File: config.mk
export PLATFORM = sky130hd
export DESIGN_NAME = serial_adder_ctrl_flat
export DESIGN_NICKNAME = d
export VERILOG_FILES = /design/src/rtl/serial_adder_ctrl_if.sv /design/src/rtl/serial_adder_ctrl.sv /design/src/flat_wrapper.sv
export SDC_FILE = /design/constraint.sdc
export NUM_CORES = 1
export LEC_CHECK = 0
export ABC_CLOCK_PERIOD_IN_PS = 2300
export BUFFER_PORTS_ARGS = -buffer_cell sky130_fd_sc_hd__buf_2
export CAP_MARGIN = 30
export CORE_MARGIN = 2
export CORE_UTILIZATION = 55
export DETAILED_ROUTE_END_ITERATION = 10
export PLACE_DENSITY = 0.85
export SLEW_MARGIN = 5
export SYNTH_ARGS = -nofsm -noshare
export SYNTH_HDL_FRONTEND = slang
export SYNTH_SLANG_ARGS = --single-unit
File: constraint.sdc
create_clock -name clk -period 2.3 [get_ports clk]
set_clock_uncertainty 0.15 [all_clocks]
set_input_delay 0.345 -clock clk [delete_from_list [all_inputs] [get_ports clk]]
set_output_delay 0.345 -clock clk [all_outputs]
set_load 0.01 [all_outputs]
File: src/rtl/serial_adder_ctrl_if.sv
// ============================================================================
// Module      : serial_adder_ctrl_if
// Description : Start/busy/done handshake and operand/result bundle for the
//               bit-serial add/subtract unit.
// Revision    : 1.0 - initial release
// ============================================================================
`default_nettype none

interface serial_adder_ctrl_if #(
  parameter int WIDTH = 8
);
  logic             start;
  logic             sub;
  logic [WIDTH-1:0] a;
  logic [WIDTH-1:0] b;
  logic             cin;
  logic             busy;
  logic             done;
  logic [WIDTH-1:0] sum;
  logic             cout;
  logic             ovf;

  modport master (
    output start, sub, a, b, cin,
    input  busy, done, sum, cout, ovf
  );

  modport slave (
    input  start, sub, a, b, cin,
    output busy, done, sum, cout, ovf
  );
endinterface

`default_nettype wire

File: src/rtl/serial_adder_ctrl.sv
// ============================================================================
// Module      : serial_adder_ctrl
// Description : Bit-serial add/subtract; one full-adder slice reused over
//               WIDTH cycles, results held until the next accepted start.
// Revision    : 1.0 - initial release
// ============================================================================
`default_nettype none

module serial_adder_ctrl #(
  parameter int WIDTH = 8
) (
  input  wire logic           clk,
  input  wire logic           rst_n,
  serial_adder_ctrl_if.slave  bus
);

  localparam int CNT_W = (WIDTH > 1) ? $clog2(WIDTH) : 1;
  localparam logic [CNT_W-1:0] c_cnt_last = CNT_W'(WIDTH - 1);
  localparam logic [CNT_W-1:0] c_cnt_msb  = CNT_W'(WIDTH - 2);

  typedef enum logic [1:0] {
    ST_IDLE  = 2'd0,
    ST_SHIFT = 2'd1,
    ST_DONE  = 2'd2
  } state_t;

  state_t           r_state;
  logic [WIDTH-1:0] r_opa;
  logic [WIDTH-1:0] r_opb;
  logic [WIDTH-1:0] r_acc;
  logic             r_carry;
  logic             r_msb_cin;
  logic [CNT_W-1:0] r_cnt;
  logic             r_busy;
  logic             r_done;
  logic [WIDTH-1:0] r_sum;
  logic             r_cout;
  logic             r_ovf;

  // The single full-adder slice operating on the current LSBs.
  logic             w_s;
  logic             w_c;
  logic [WIDTH-1:0] w_acc_next;

  assign w_s        = r_opa[0] ^ r_opb[0] ^ r_carry;
  assign w_c        = (r_opa[0] & r_opb[0]) | (r_opa[0] & r_carry) | (r_opb[0] & r_carry);
  assign w_acc_next = {w_s, r_acc[WIDTH-1:1]};

  always_ff @(posedge clk or negedge rst_n) begin
    if (!rst_n) begin
      r_state   <= ST_IDLE;
      r_opa     <= '0;
      r_opb     <= '0;
      r_acc     <= '0;
      r_carry   <= 1'b0;
      r_msb_cin <= 1'b0;
      r_cnt     <= '0;
      r_busy    <= 1'b0;
      r_done    <= 1'b0;
      r_sum     <= '0;
      r_cout    <= 1'b0;
      r_ovf     <= 1'b0;
    end else begin
      case (r_state)
        ST_IDLE: begin
          r_done <= 1'b0;
          if (bus.start) begin
            // Subtraction is a + ~b + 1.
            r_opa   <= bus.a;
            r_opb   <= bus.sub ? ~bus.b : bus.b;
            r_carry <= bus.sub ? 1'b1 : bus.cin;
            r_cnt   <= '0;
            r_busy  <= 1'b1;
            r_state <= ST_SHIFT;
          end
        end

        ST_SHIFT: begin
          r_carry <= w_c;
          r_opa   <= {1'b0, r_opa[WIDTH-1:1]};
          r_opb   <= {1'b0, r_opb[WIDTH-1:1]};
          r_acc   <= w_acc_next;
          if (r_cnt == c_cnt_msb) begin
            r_msb_cin <= w_c;
          end
          if (r_cnt == c_cnt_last) begin
            r_sum   <= w_acc_next;
            r_cout  <= w_c;
            r_ovf   <= r_msb_cin ^ w_c;
            r_busy  <= 1'b0;
            r_done  <= 1'b1;
            r_state <= ST_DONE;
          end else begin
            r_cnt <= r_cnt + 1'b1;
          end
        end

        ST_DONE: begin
          r_done  <= 1'b0;
          r_state <= ST_IDLE;
        end

        default: begin
          r_busy  <= 1'b0;
          r_done  <= 1'b0;
          r_state <= ST_IDLE;
        end
      endcase
    end
  end

  assign bus.busy = r_busy;
  assign bus.done = r_done;
  assign bus.sum  = r_sum;
  assign bus.cout = r_cout;
  assign bus.ovf  = r_ovf;

endmodule

`default_nettype wire

File: src/flat_wrapper.sv
// flat-port wrapper written by rule: the top's interface ports become plain ports
module serial_adder_ctrl_flat 
#(
  parameter int WIDTH = 8
)
  (clk, rst_n, bus_start, bus_sub, bus_a, bus_b, bus_cin, bus_busy, bus_done, bus_sum, bus_cout, bus_ovf);
  serial_adder_ctrl_if #(.WIDTH(WIDTH)) bus_i ();
  input  wire logic clk;
  input  wire logic rst_n;
  input wire logic [$bits(bus_i.start)-1:0] bus_start;
  input wire logic [$bits(bus_i.sub)-1:0] bus_sub;
  input wire logic [$bits(bus_i.a)-1:0] bus_a;
  input wire logic [$bits(bus_i.b)-1:0] bus_b;
  input wire logic [$bits(bus_i.cin)-1:0] bus_cin;
  output wire logic [$bits(bus_i.busy)-1:0] bus_busy;
  output wire logic [$bits(bus_i.done)-1:0] bus_done;
  output wire logic [$bits(bus_i.sum)-1:0] bus_sum;
  output wire logic [$bits(bus_i.cout)-1:0] bus_cout;
  output wire logic [$bits(bus_i.ovf)-1:0] bus_ovf;
  assign bus_i.start = bus_start;
  assign bus_i.sub = bus_sub;
  assign bus_i.a = bus_a;
  assign bus_i.b = bus_b;
  assign bus_i.cin = bus_cin;
  assign bus_busy = bus_i.busy;
  assign bus_done = bus_i.done;
  assign bus_sum = bus_i.sum;
  assign bus_cout = bus_i.cout;
  assign bus_ovf = bus_i.ovf;
  serial_adder_ctrl #(.WIDTH(WIDTH)) u_core (.clk(clk), .rst_n(rst_n), .bus(bus_i));
endmodule
After elaboration in Yosys (flattened, before gate mapping)
Cells that the tools add are included.
- $add $sub $neg: 1
- eq/ne operators: 7
- mux-type cells: 19
- bitwise gates (word level): 10
- reductions and logical operators: 8
- operators by type and width (cell ; count):
    $pmux W8 S2 ; 2
    $mux W8 ; 3
    $not A8 Y8 ; 1
    $reduce_and A2 Y1 ; 4
    $eq A3 B3 Y1 const B ; 2
    $mux W1 ; 6
    $mux W3 ; 2
    $pmux W3 S2 ; 1
    $reduce_and A3 Y1 ; 2
    $mux W2 ; 2
    $ne A2 B2 Y1 const B ; 2
    $pmux W2 S2 ; 1
    $add A3 B1 Y3 const B ; 1
    $and A1 B1 Y1 ; 3
    $pmux W1 S3 ; 1
    $xor A1 B1 Y1 ; 3
    $eq A2 B1 Y1 const B ; 1
    $eq A2 B2 Y1 const B ; 1
    $logic_not A2 Y1 ; 1
    $ne A2 B1 Y1 const B ; 1
    $or A1 B1 Y1 ; 2
    $pmux W1 S2 ; 1
    $reduce_bool A2 Y1 ; 1
    $not A1 Y1 ; 1
- register bits: 43
- input port bits: 21
- output and inout port bits: 12
- word-level logic and storage cells: 57

Longest topological paths before layout
Gate-level depths: netlist of run 1.
- depth in word-level cells: 4
- mapped depth: 6
- mapped depth without buffers: 5

Least setup slack after synthesis of run 1
Ideal clock, no wire load.
- kind: register to register
- from: register u_core.r_cnt[1]
- to: register u_core.r_cout (netlist: u_core.bus.cout)
- setup time: 0.128 ns
- arrival: 1.379 ns
- required time: 2.022 ns
- slack: 0.643 ns
- cell stages (with the launch flop): 6
- buffers on the path: 1
- period minus slack after synthesis: 1.657 ns
- cells stage by stage: dfrtp_1 > ha_1 > ha_1 > nand3b_4 > buf_4 > mux2_1
- cells in the longest elaborated chain, start to end: 2
- RTL lines (what ; RTL line ; RTL):
    from (decl) ; serial_adder_ctrl.sv:33 ; logic [CNT_W-1:0] r_cnt;
    from (signal assigned) ; serial_adder_ctrl.sv:94 ; r_cnt <= r_cnt + 1'b1;
    $eq A3 B3 Y1 ; serial_adder_ctrl.sv:86 ; if (r_cnt == c_cnt_last) begin
    $reduce_and A2 Y1 (no source line) ; - ;
    to (signal assigned) ; serial_adder_ctrl.sv:88 ; r_cout <= w_c;
    to (decl) ; serial_adder_ctrl.sv:37 ; logic r_cout;
No other way between the ends.
A chain may end at the register's enable or synchronous reset.

Worst setup path in the final report of run 1
- from: register u_core.r_state[0]
- to: register u_core.r_opb[4]
- cells in the longest elaborated chain, start to end: 3
- elaborated cells between the ends (all ways): 6
- classes of those cells: eq/ne (2); mux (1); reduce/logical (3)
- RTL lines (what ; RTL line ; RTL):
    from (decl) ; serial_adder_ctrl.sv:27 ; state_t r_state;
    from (signal assigned) ; serial_adder_ctrl.sv:51 ; r_state <= ST_IDLE;
    from (signal assigned) ; serial_adder_ctrl.sv:74 ; r_state <= ST_SHIFT;
    from (signal assigned) ; serial_adder_ctrl.sv:92 ; r_state <= ST_DONE;
    $eq A2 B1 Y1 or $logic_not A2 Y1 (tied branches) ; serial_adder_ctrl.sv:64 ; case (r_state)
    $reduce_bool A2 Y1 (no source line) or $ne A2 B2 Y1 (tied branches) ; - ;
    $reduce_and A2 Y1 (no source line) ; - ;
    to (signal assigned) ; serial_adder_ctrl.sv:70 ; r_opb <= bus.sub ? ~bus.b : bus.b;
    to (signal assigned) ; serial_adder_ctrl.sv:81 ; r_opb <= {1'b0, r_opb[WIDTH-1:1]};
    to (decl) ; serial_adder_ctrl.sv:29 ; logic [WIDTH-1:0] r_opb;
Parallel ways exist; a longest one is shown, timed or not.

==> results of run 1 <==
## final cells by class
type                            instances  area [um2]  area share
Tap cell                               46        57.6      0.0266
Sequential cell                        42        1050       0.486
Clock inverter                          1        5.00     0.00231
Clock buffer                            7        55.1      0.0254
Timing Repair Buffer                   36         205      0.0948
Multi-Input combinational cell         96         772       0.357
Inverter                                5        18.8     0.00867
## cells in the mapped netlist (2+ instances only)
cell type,instances
a21oi_1,2
nor2_2,2
dfrtp_1,42
xor2_1,8
a221o_1,7
mux2_1,14
o21ai_0,6
o21ai_1,3
nor2_1,5
a22o_1,5
mux2_2,3
clkbuf_1,2
ha_1,4
and3_1,7
a22oi_1,7
nand2_1,11
inv_1,4
buf_2,4
nand2b_1,2
buf_4,2
## stage by stage
| step | util | worst slack (ns) | total power [W] |
|---|---|---|---|
| finish | 0.654 | 0.469 | 0.00259 |
| global route | 0.654 | 0.340 | 0.00280 |
| CTS | 0.648 | 0.490 | 0.00262 |
| detailed placement | 0.627 | 0.511 | 0.00224 |
| global placement | 0.627 | 0.574 | 0.00217 |
| floorplan | - | 0.643 | 0.00195 |
## metal layers
metal  GRT usage  vias up  part of all wire
met4      0.0667        0             0.013
li1            -      612                 -
met1       0.247      630              0.42
met3      0.0559        6             0.055
met2       0.320       45              0.51
met5           0        -                 0
## cell families after synthesis
| logic type | after synthesis |
|---|---|
| adders and majority gates | 5 |
| and+or+nand+nor | 29 |
| buffers and inverters | 14 |
| muxes | 18 |
| xor gates and xnor gates | 9 |
| DFF | 42 |
| AOI/OAI and AO/OA | 35 |
## state kept, by name, summed over array words and instances, names as in the netlist
signal and count:
u_core.bus.ovf 1, u_core.r_state 2, u_core.bus.cout 1, u_core.r_opb 8, u_core.r_acc 7, u_core.r_carry 1
u_core.bus.sum 8, u_core.r_cnt 3, u_core.bus.busy 1, u_core.r_opa 8, u_core.bus.done 1, u_core.r_msb_cin 1
## timing repair
item | CTS | global route
resized for setup | 0 | 0
hold buffers | 1 | 0
hold endpoints to repair | 42 | 0
## power by group through the flow
| stage | Clock, W | Combinational, W | Sequential (W) |
|---|---|---|---|
| after floorplan | 0 | 0.000683 | 0.00126 |
| after global placement | 0 | 0.000896 | 0.00127 |
| after detailed placement | 0 | 0.000947 | 0.00130 |
| after CTS | 0.000385 | 0.000951 | 0.00128 |
| after global routing | 0.000425 | 0.00105 | 0.00133 |
| final | 0.000375 | 0.000939 | 0.00128 |
## final timing paths
kind                       slack [ns]  cells after the start                 to              start
setup / recovery                 0.47                      3    u_core.r_opb[4]  u_core.r_state[0]
hold / removal                   0.09                      2    u_core.r_opa[7]           bus_a[7]
setup reg to reg                 0.47                      3    u_core.r_opb[4]  u_core.r_state[0]
hold reg to reg                  0.34                      2     u_core.bus.ovf     u_core.bus.ovf
max in group asynchronous        1.44                      3    u_core.bus.busy              rst_n
min in group asynchronous        0.16                      2  u_core.bus.sum[7]              rst_n
==> out/metrics.csv, run 1 <==
metric;value;unit
Pre-antenna DRT Iters;4;
WP data arrival;1.91;ns
Reg power frac;0.493;
switch share;0.347;
post-synthesis adder-cell area fraction;0.0371;
internal power;0.00169;W
CP Max Fanout;17;
initial antenna violation count;0;
Post-synth ARST share;1.00;
vias per cell;5.55;
Synth Cell Area;1890;um2
final slew viol count;0;
Slew headroom;0.576;
routability-driven placement congestion ratio;0.748;
most frequent cells in the layout;dfrtp_1, buf_2, mux2_1, nand2_1, xor2_1;
EDFF count, synth;0;
synth warn;0;
post-route cell area;2160;um2
unrepaired setup endpoints after global routing;no;
filler instances;270;
DRT iter0 DRCs;108;
post-synth cell types;32;
Post-CTS Setup Repair Bufs;0;
worst-margin pin slew;0.635;ns
detailed placement HPWL;2420;um
per-cell routed wire length;14.5;um
antenna violation net count after detailed routing;0;
core area;3310;um2
Pleak;1.08;nW
Tmin final;1.83;ns
share of the synthesized area in the top cell type;0.556;
first-pass GRT wire length;5950;um
top post-synthesis cells by area;dfrtp_1, mux2_1, a221o_1;
Clock transition at path regs;0.12;ns
placed insts;223;
die height;62.6;um
largest net degree at the start of global routing;43;
Max-Cap Viols;0;
slowest stage delay, CP;0.67;ns
xor/xnor share of the synthesized area;0.0417;
antenna cells;0;
HP Class;in -> reg;
CTS root buf;clkbuf_4;
pwr dens;1200;nW/um2
Die Area;3920;um2
Crit Path Category;reg -> reg;
status;completed;
Inserted Clock Buffers;5;
TritonCTS Sinks;42;
Synth Area in Simple Gates;0.0821;
fmax;546;MHz
via count;1293;
TritonCTS clock tree;yes;
compound-gate portion of the synthesized area;0.138;
DRC;0;
share of cells above drive strength 1;0.267;
startpoint type of the worst setup path;register;
main combinational cell family by area after synthesis;compound AO/OA/AOI/OAI gates;
WP data required;2.38;ns
CTS Buffer Depth;2;
vias in the first global route;1265;
Crit-path slowest cell;dfrtp_1;
Worst VDD drop;0.000434;V
Crit. End Element;register;
Setup TNS;0;ns
Layout Area Growth over Synthesis;14.6;%
Die X;62.6;um
cell family contributing the most delay on the critical path;flip-flops;
Comb power frac;0.362;
instance area at placement;2070;um2
grt ovf;0;
I/O Pins;33;
Non-Filler Instances;233;
Sw Pwr;0.000901;W
Detailed Route WL;3380;um
mux contribution to synthesized area;0.109;
Yosys reg bits;42;
Final nets;212;
Final setup viols;0;
row count;21;
hold slack;0.0914;ns
CTS HTree Levels;2;
syn_nets;178;
starting density of the core;0.571;
area leader, netlist;dfrtp_1;
post-synthesis sequential area ratio;0.556;
Global Route Usage Sum;0.194;
I/O Buffers;32;
fin crit share;0.796;
Fin. Hold Viols;0;
most common cell after layout, fill and taps aside;dfrtp_1;
Mapped Cells;152;
prevailing post-synth register cell;dfrtp_1;
CP bufs+invs;1;
clk_lat worst skew;0.35;ns
clock share of power;0.144;
synthesized area per cell;12.4;um2
worst path cell trace;o21bai_1, buf_4, a221o_1;
(Power assumes the default switching activity.)
==> inputs of run 2 (changes only) <==
--- a/config.mk
+++ b/config.mk
@@ -5,7 +5,7 @@
 export SDC_FILE = /design/constraint.sdc
 export NUM_CORES = 1
 export LEC_CHECK = 0
-export ABC_CLOCK_PERIOD_IN_PS = 2300
+export ABC_CLOCK_PERIOD_IN_PS = 1700
 export BUFFER_PORTS_ARGS = -buffer_cell sky130_fd_sc_hd__buf_2
 export CAP_MARGIN = 30
 export CORE_MARGIN = 2
==> constraint.sdc (replaced) <==
create_clock -name clk -period 1.7 [get_ports clk]
set_clock_uncertainty 0.15 [all_clocks]
set_input_delay 0.255 -clock clk [delete_from_list [all_inputs] [get_ports clk]]
set_output_delay 0.255 -clock clk [all_outputs]
set_load 0.01 [all_outputs]
==> run 2 against run 1 <==
Against the previous run: final area rose by 4.3%; core utilization rose by 2.8 points; highest routed layer unchanged; non-clock buffer count rose by 8; critical path type unchanged; sequential power rose by 33%.
==> out/metrics.csv, run 2 (synthesized netlist as in run 1, its figures left out) <==
metric;value;unit;change
status;completed;;
DRT iter0 DRCs;41;;-62%
Pre-antenna DRT Iters;4;;unchanged
Setup TNS;0;ns;unchanged
min-delay src;bus_a[7];;
Crit-path slowest cell;dfrtp_1;;
grt ovf;0;;unchanged
Layout Area Growth over Synthesis;19.5;%;
routability-driven placement congestion ratio;0.712;;-4.8%
WP data required;1.80;ns;-0.58 ns
die height;62.6;um;unchanged
Final setup viols;0;;unchanged
Clock transition at path regs;0.12;ns;about the same
I/O Buffers;32;;unchanged
Pleak;1.13;nW;+4.6%
Tmin final;1.62;ns;-0.214 ns
Die Area;3920;um2;unchanged
Crit Path Category;reg -> reg;;
row count;21;;unchanged
per-cell routed wire length;15.0;um;+3.6%
vias per cell;5.54;;-0.14%
CP bufs+invs;0;;-1
Fin. Hold Viols;0;;unchanged
detailed placement HPWL;2650;um;+9.5%
fin crit share;0.951;;+0.155
antenna violation net count after detailed routing;0;;unchanged
Die X;62.6;um;unchanged
startpoint type of the worst setup path;register;;
TritonCTS clock tree;yes;;
Hold Path Depth;2;;unchanged
Worst VDD drop;0.000733;V;+69%
instance area at placement;2140;um2;+3.1%
Worst Reg-to-Reg Cells;4;;+1
cell family contributing the most delay on the critical path;adder cells;;
post-route cell area;2260;um2;+4.3%
Slew headroom;0.684;;+0.108
fmax;618;MHz;+13%
share of cells above drive strength 1;0.321;;+0.0540
via count;1341;;+3.7%
largest net degree at the start of global routing;24;;-44%
clk_lat worst skew;0.35;ns;about the same
Max-Cap Viols;0;;unchanged
Global Route Usage Sum;0.208;;+0.0132
HP Class;in -> reg;;
final core utilization;0.682;;+0.0283
initial antenna violation count;0;;unchanged
most frequent cells in the layout;dfrtp_1, buf_2, mux2_1, nand2_1, buf_4;;
worst path cell trace;ha_1, ha_2, nand3b_4, mux2_2;;
starting density of the core;0.571;;unchanged
total power;0.00370;W;+43%
unrepaired setup endpoints after global routing;no;;
I/O Pins;33;;unchanged
first-pass GRT wire length;6370;um;+7.1%
CTS root buf;clkbuf_4;;
Crit. End Element;register;;
worst reg2reg startpoint;u_core.r_cnt[1];;
Inserted Clock Buffers;5;;unchanged
vias in the first global route;1344;;+6.2%
pwr dens;1640;nW/um2;+37%
hold path endpoint;u_core.r_opa[7];;
DRC;0;;unchanged
CP Max Fanout;6;;-11
Detailed Route WL;3630;um;+7.6%
CTS HTree Levels;2;;unchanged
most common cell after layout, fill and taps aside;dfrtp_1;;
WP data arrival;1.71;ns;-0.20 ns
FF-to-FF setup slack;0.08;ns;-0.39 ns
Final nets;221;;+4.2%
TritonCTS Sinks;42;;unchanged
antenna cells;0;;unchanged
worst-margin pin slew;0.474;ns;-0.161 ns
slowest stage delay, CP;0.43;ns;-0.24 ns
core area;3310;um2;unchanged
FF-to-FF End;u_core.bus.sum[0];;
final slew viol count;0;;unchanged
CTS Buffer Depth;2;;unchanged
[run 2: power breakdown]
group | total [W] | internal [W] | leakage (nW) | switching (W)
combinational | 0.00148 | 0.000771 | 0.567 | 0.000714
sequential | 0.00170 | 0.00142 | 0.530 | 0.000273
clock | 0.000519 | 0.000199 | 0.0343 | 0.000320
total | 0.00370 | 0.00239 | 1.13 | 0.00131
[run 2: stage by stage]
step | hold WS [ns] | setup slack (ns) | cells
finish | 0.0102 | 0.0831 | 242
global route | 0.0105 | 0.0290 | 242
CTS | 0.0133 | 0.0549 | 241
detailed placement | 0.0853 | -0.00529 | 230
global placement | 0.0786 | 0.0807 | 230
floorplan | -0.191 | 0.0433 | 152
[run 2: layout make-up]
cell class / instances / area (um2)
clock inverter: 2 / 12.5
sequential: 42 / 1050
clock buffer: 6 / 51.3
fill: 261 / 1050
inverter: 5 / 18.8
timing repair buffer: 44 / 265
tap: 46 / 57.6
multi-input combinational: 97 / 802
[run 2: worst max path at each step]
| stage | startpoint | endpoint | slack [ns] | cells after the start |
|---|---|---|---|---|
| final | u_core.r_cnt[1] | u_core.bus.sum[0] | 0.08 | 4 |
| after global placement | u_core.r_cnt[0] | u_core.bus.sum[6] | 0.08 | 4 |
| after CTS | u_core.r_cnt[1] | u_core.bus.sum[7] | 0.05 | 4 |
| after detailed placement | u_core.r_cnt[1] | u_core.bus.sum[0] | -0.005 | 4 |
| after floorplan | u_core.r_cnt[1] | u_core.bus.cout | 0.04 | 5 |
| after global routing | u_core.r_cnt[1] | u_core.r_cnt[0] | 0.03 | 5 |
[run 2: layer usage]
metal / global-route usage / vias up / part of all wire
met5: 0 / - / 0
met4: 0.0583 / 0 / 0.010
met3: 0.0577 / 6 / 0.055
met2: 0.352 / 42 / 0.52
met1: 0.262 / 666 / 0.42
li1: - / 627 / -
[run 2: repair_timing]
item	4_1_cts	5_1_grt
cloned	1	0
pin swaps	1	0
resized for setup	1	3
setup endpoints to repair	2	6
buffers inserted	1	1
hold endpoints to repair	19	0
hold buffers	1	0
==> inputs of run 3 (changes only) <==
--- a/config.mk
+++ b/config.mk
@@ -5,13 +5,14 @@
 export SDC_FILE = /design/constraint.sdc
 export NUM_CORES = 1
 export LEC_CHECK = 0
+export ABC_AREA = 1
 export ABC_CLOCK_PERIOD_IN_PS = 1700
 export BUFFER_PORTS_ARGS = -buffer_cell sky130_fd_sc_hd__buf_2
 export CAP_MARGIN = 30
 export CORE_MARGIN = 2
 export CORE_UTILIZATION = 55
 export DETAILED_ROUTE_END_ITERATION = 10
-export PLACE_DENSITY = 0.85
+export PLACE_DENSITY = 0.84
 export SLEW_MARGIN = 5
 export SYNTH_ARGS = -nofsm -noshare
 export SYNTH_HDL_FRONTEND = slang
==> run 3 against run 2 <==
Against the previous run: worst hold slack better by 0.0027 ns; die area increased by 4.8%; sequential power down 2%; register-to-register slack better by 0.10 ns; first-iteration DRC count up 130%; fmax grew 6.7%; sequential share of layout area shrank 2.5 points; cell count increased by 36%; global-route usage is 1.5 points higher; clock-buffer cell count increased by 1; non-clock buffer count up 4; total power rose by 1.4%.
==> out/metrics.csv, run 3 <==
metric;value;unit;change
# resized after CTS;0;;-1
Inserted Clock Buffers;5;;unchanged
Final nets;307;;+39%
most frequent cell after synthesis;nand2_1;;
CTS HTree Levels;2;;unchanged
starting density of the core;0.582;;+0.0110
Fin. Hold Viols;0;;unchanged
Crit Path Category;reg -> reg;;
Mapped Cells;235;;+55%
startpoint type of the worst setup path;register;;
Global Route Usage Sum;0.222;;+0.0148
grt ovf;0;;unchanged
Max-Cap Viols;0;;unchanged
Slew headroom;0.553;;-0.131
fin crit share;0.892;;-0.0596
filler instances;266;;+1.9%
CTS root buf;clkbuf_4;;
vias in the first global route;1642;;+22%
die height;64.1;um;+2.4%
largest net degree at the start of global routing;43;;+79%
area of the multi-input gates;795;um2;-0.94%
FF-to-FF setup slack;0.18;ns;+0.10 ns
detailed placement HPWL;2600;um;-2.0%
DRC;0;;unchanged
initial antenna violation count;0;;unchanged
status;completed;;
WP data arrival;1.66;ns;-0.05 ns
fmax;660;MHz;+6.7%
antenna cells;0;;unchanged
first-pass GRT wire length;7160;um;+12%
clk_lat worst skew;0.35;ns;about the same
post-synth cell types;20;;-38%
CTS Buffer Depth;2;;unchanged
worst setup path endpoint;u_core.r_opb[1];;
Post-synth top cells;nand2_1, dfrtp_1, nand3_1, inv_1;;
DRT iter0 DRCs;94;;+130%
most frequent cells in the layout;nand2_1, dfrtp_1, nand3_1, buf_2, inv_1;;
Die Area;4110;um2;+4.8%
Pleak;1.32;nW;+16%
Synth Cell Area;1990;um2;+5.2%
Post-synth ARST share;1.00;;unchanged
FF-to-FF End;u_core.r_opb[1];;
Crit. End Element;register;;
Layout Area Growth over Synthesis;20.2;%;
Yosys reg bits;42;;unchanged
TritonCTS Sinks;42;;unchanged
worst-margin pin slew;0.669;ns;+0.195 ns
Worst Reg-to-Reg Cells;5;;+1
I/O Pins;33;;unchanged
HP Class;in -> reg;;
per-cell routed wire length;12.2;um;-19%
syn_nets;261;;+47%
Pre-antenna DRT Iters;4;;unchanged
share of cells above drive strength 1;0.202;;-0.119
Setup TNS;0;ns;unchanged
Final setup viols;0;;unchanged
final slew viol count;0;;unchanged
prevailing post-synth register cell;dfrtp_1;;
core area;3420;um2;+3.2%
Tmin final;1.52;ns;-0.101 ns
synth warn;0;;unchanged
share of the synthesized area in the top cell type;0.529;;-0.0273
routability-driven placement congestion ratio;0.759;;+6.5%
Detailed Route WL;4000;um;+10%
hold slack;0.0128;ns;+0.00267 ns
antenna violation net count after detailed routing;0;;unchanged
pwr dens;1570;nW/um2;-4.1%
WP data required;1.84;ns;+0.04 ns
area leader, netlist;dfrtp_1;;
worst reg2reg startpoint;u_core.r_state[1];;
via count;1663;;+24%
I/O Buffers;32;;unchanged
row count;21;;unchanged
post-synthesis sequential area ratio;0.529;;-0.0273
Worst VDD drop;0.000654;V;-11%
most common cell after layout, fill and taps aside;nand2_1;;
Clock transition at path regs;0.12;ns;about the same
CP Max Fanout;11;;+5
sequential cell area;1050;um2;unchanged
synthesized area per cell;8.45;um2;-32%
Die X;64.1;um;+2.4%
TritonCTS clock tree;yes;;
EDFF count, synth;0;;unchanged
unrepaired setup endpoints after global routing;no;;
vias per cell;5.07;;-8.5%
Crit. Startpoint;u_core.r_state[1];;
top post-synthesis cells by area;dfrtp_1, nand2_1, nand3_1;;
[run 3: report_power, final]
part	total (W)	switching (W)	internal, W	leakage, nW
registers	0.00166	0.000247	0.00142	0.539
logic	0.00146	0.000875	0.000585	0.737
clock network	0.000630	0.000317	0.000312	0.0395
total	0.00375	0.00144	0.00231	1.32
[run 3: how the worst min path moves through the flow]
stage | cells after the start | start | end
after global placement | 2 | rst_n | u_core.bus.ovf
final | 3 | bus_a[4] | u_core.r_opa[4]
after detailed placement | 2 | rst_n | u_core.bus.ovf
after CTS | 3 | bus_a[4] | u_core.r_opa[4]
after floorplan | 0 | rst_n | u_core.bus.busy
after global routing | 3 | bus_a[4] | u_core.r_opa[4]
[run 3: per-layer routing]
| metal | GRT usage | vias up | share of wire |
|---|---|---|---|
| met5 | 0 | - | 0 |
| met4 | 0.0638 | 0 | 0.0023 |
| met3 | 0.0616 | 2 | 0.059 |
| met2 | 0.372 | 56 | 0.49 |
| met1 | 0.284 | 772 | 0.45 |
| li1 | - | 833 | - |
[run 3: per-stage QoR]
stage	setup WS (ns)	area, um2	utilization	std cells	power, W
floorplan	0.299	1990	-	235	0.00265
global placement	0.151	2200	0.645	310	0.00305
detailed placement	0.0937	2200	0.645	310	0.00312
CTS	0.0770	2370	0.693	327	0.00376
global route	0.0196	2390	0.699	328	0.00407
finish	0.184	2390	0.699	328	0.00375
[run 3: layout make-up]
cell class / instances / area share
clock inverters: 1 / 0.0126
repair buffers: 48 / 0.137
multi-input cells: 162 / 0.333
inverters: 22 / 0.0346
clock buffers: 7 / 0.0189
well taps: 46 / 0.0241
flip-flops and latches: 42 / 0.440
[run 3: critical path, stage by stage, from the launching register on]
cell and delay [ns]:
dfrtp_1 0.41, inv_1 0.10, nand2_2 0.06, nor2_1 0.52, nand2_1 0.11, nand3_1 0.10
[run 3: cells by family (layout without fill, tap and decap cells)]
| logic type | count (synthesis) | in the layout | synth area share |
|---|---|---|---|
| AO/OA/AOI/OAI | 17 | 17 | 0.0573 |
| XOR/XNOR | 2 | 2 | 0.00882 |
| adder cells (fa/ha/maj) | 5 | 5 | 0.0353 |
| buffers and inverters | 31 | 78 | 0.0712 |
| flip-flops | 42 | 42 | 0.529 |
| AND/OR/NAND/NOR | 138 | 138 | 0.298 |
[run 3: timing repair]
item / CTS / global route
endpoints found under the setup margin: 0 / 2
endpoints found under the hold margin: 50 / 0
setup buffers: 0 / 1
hold buffers: 9 / 0
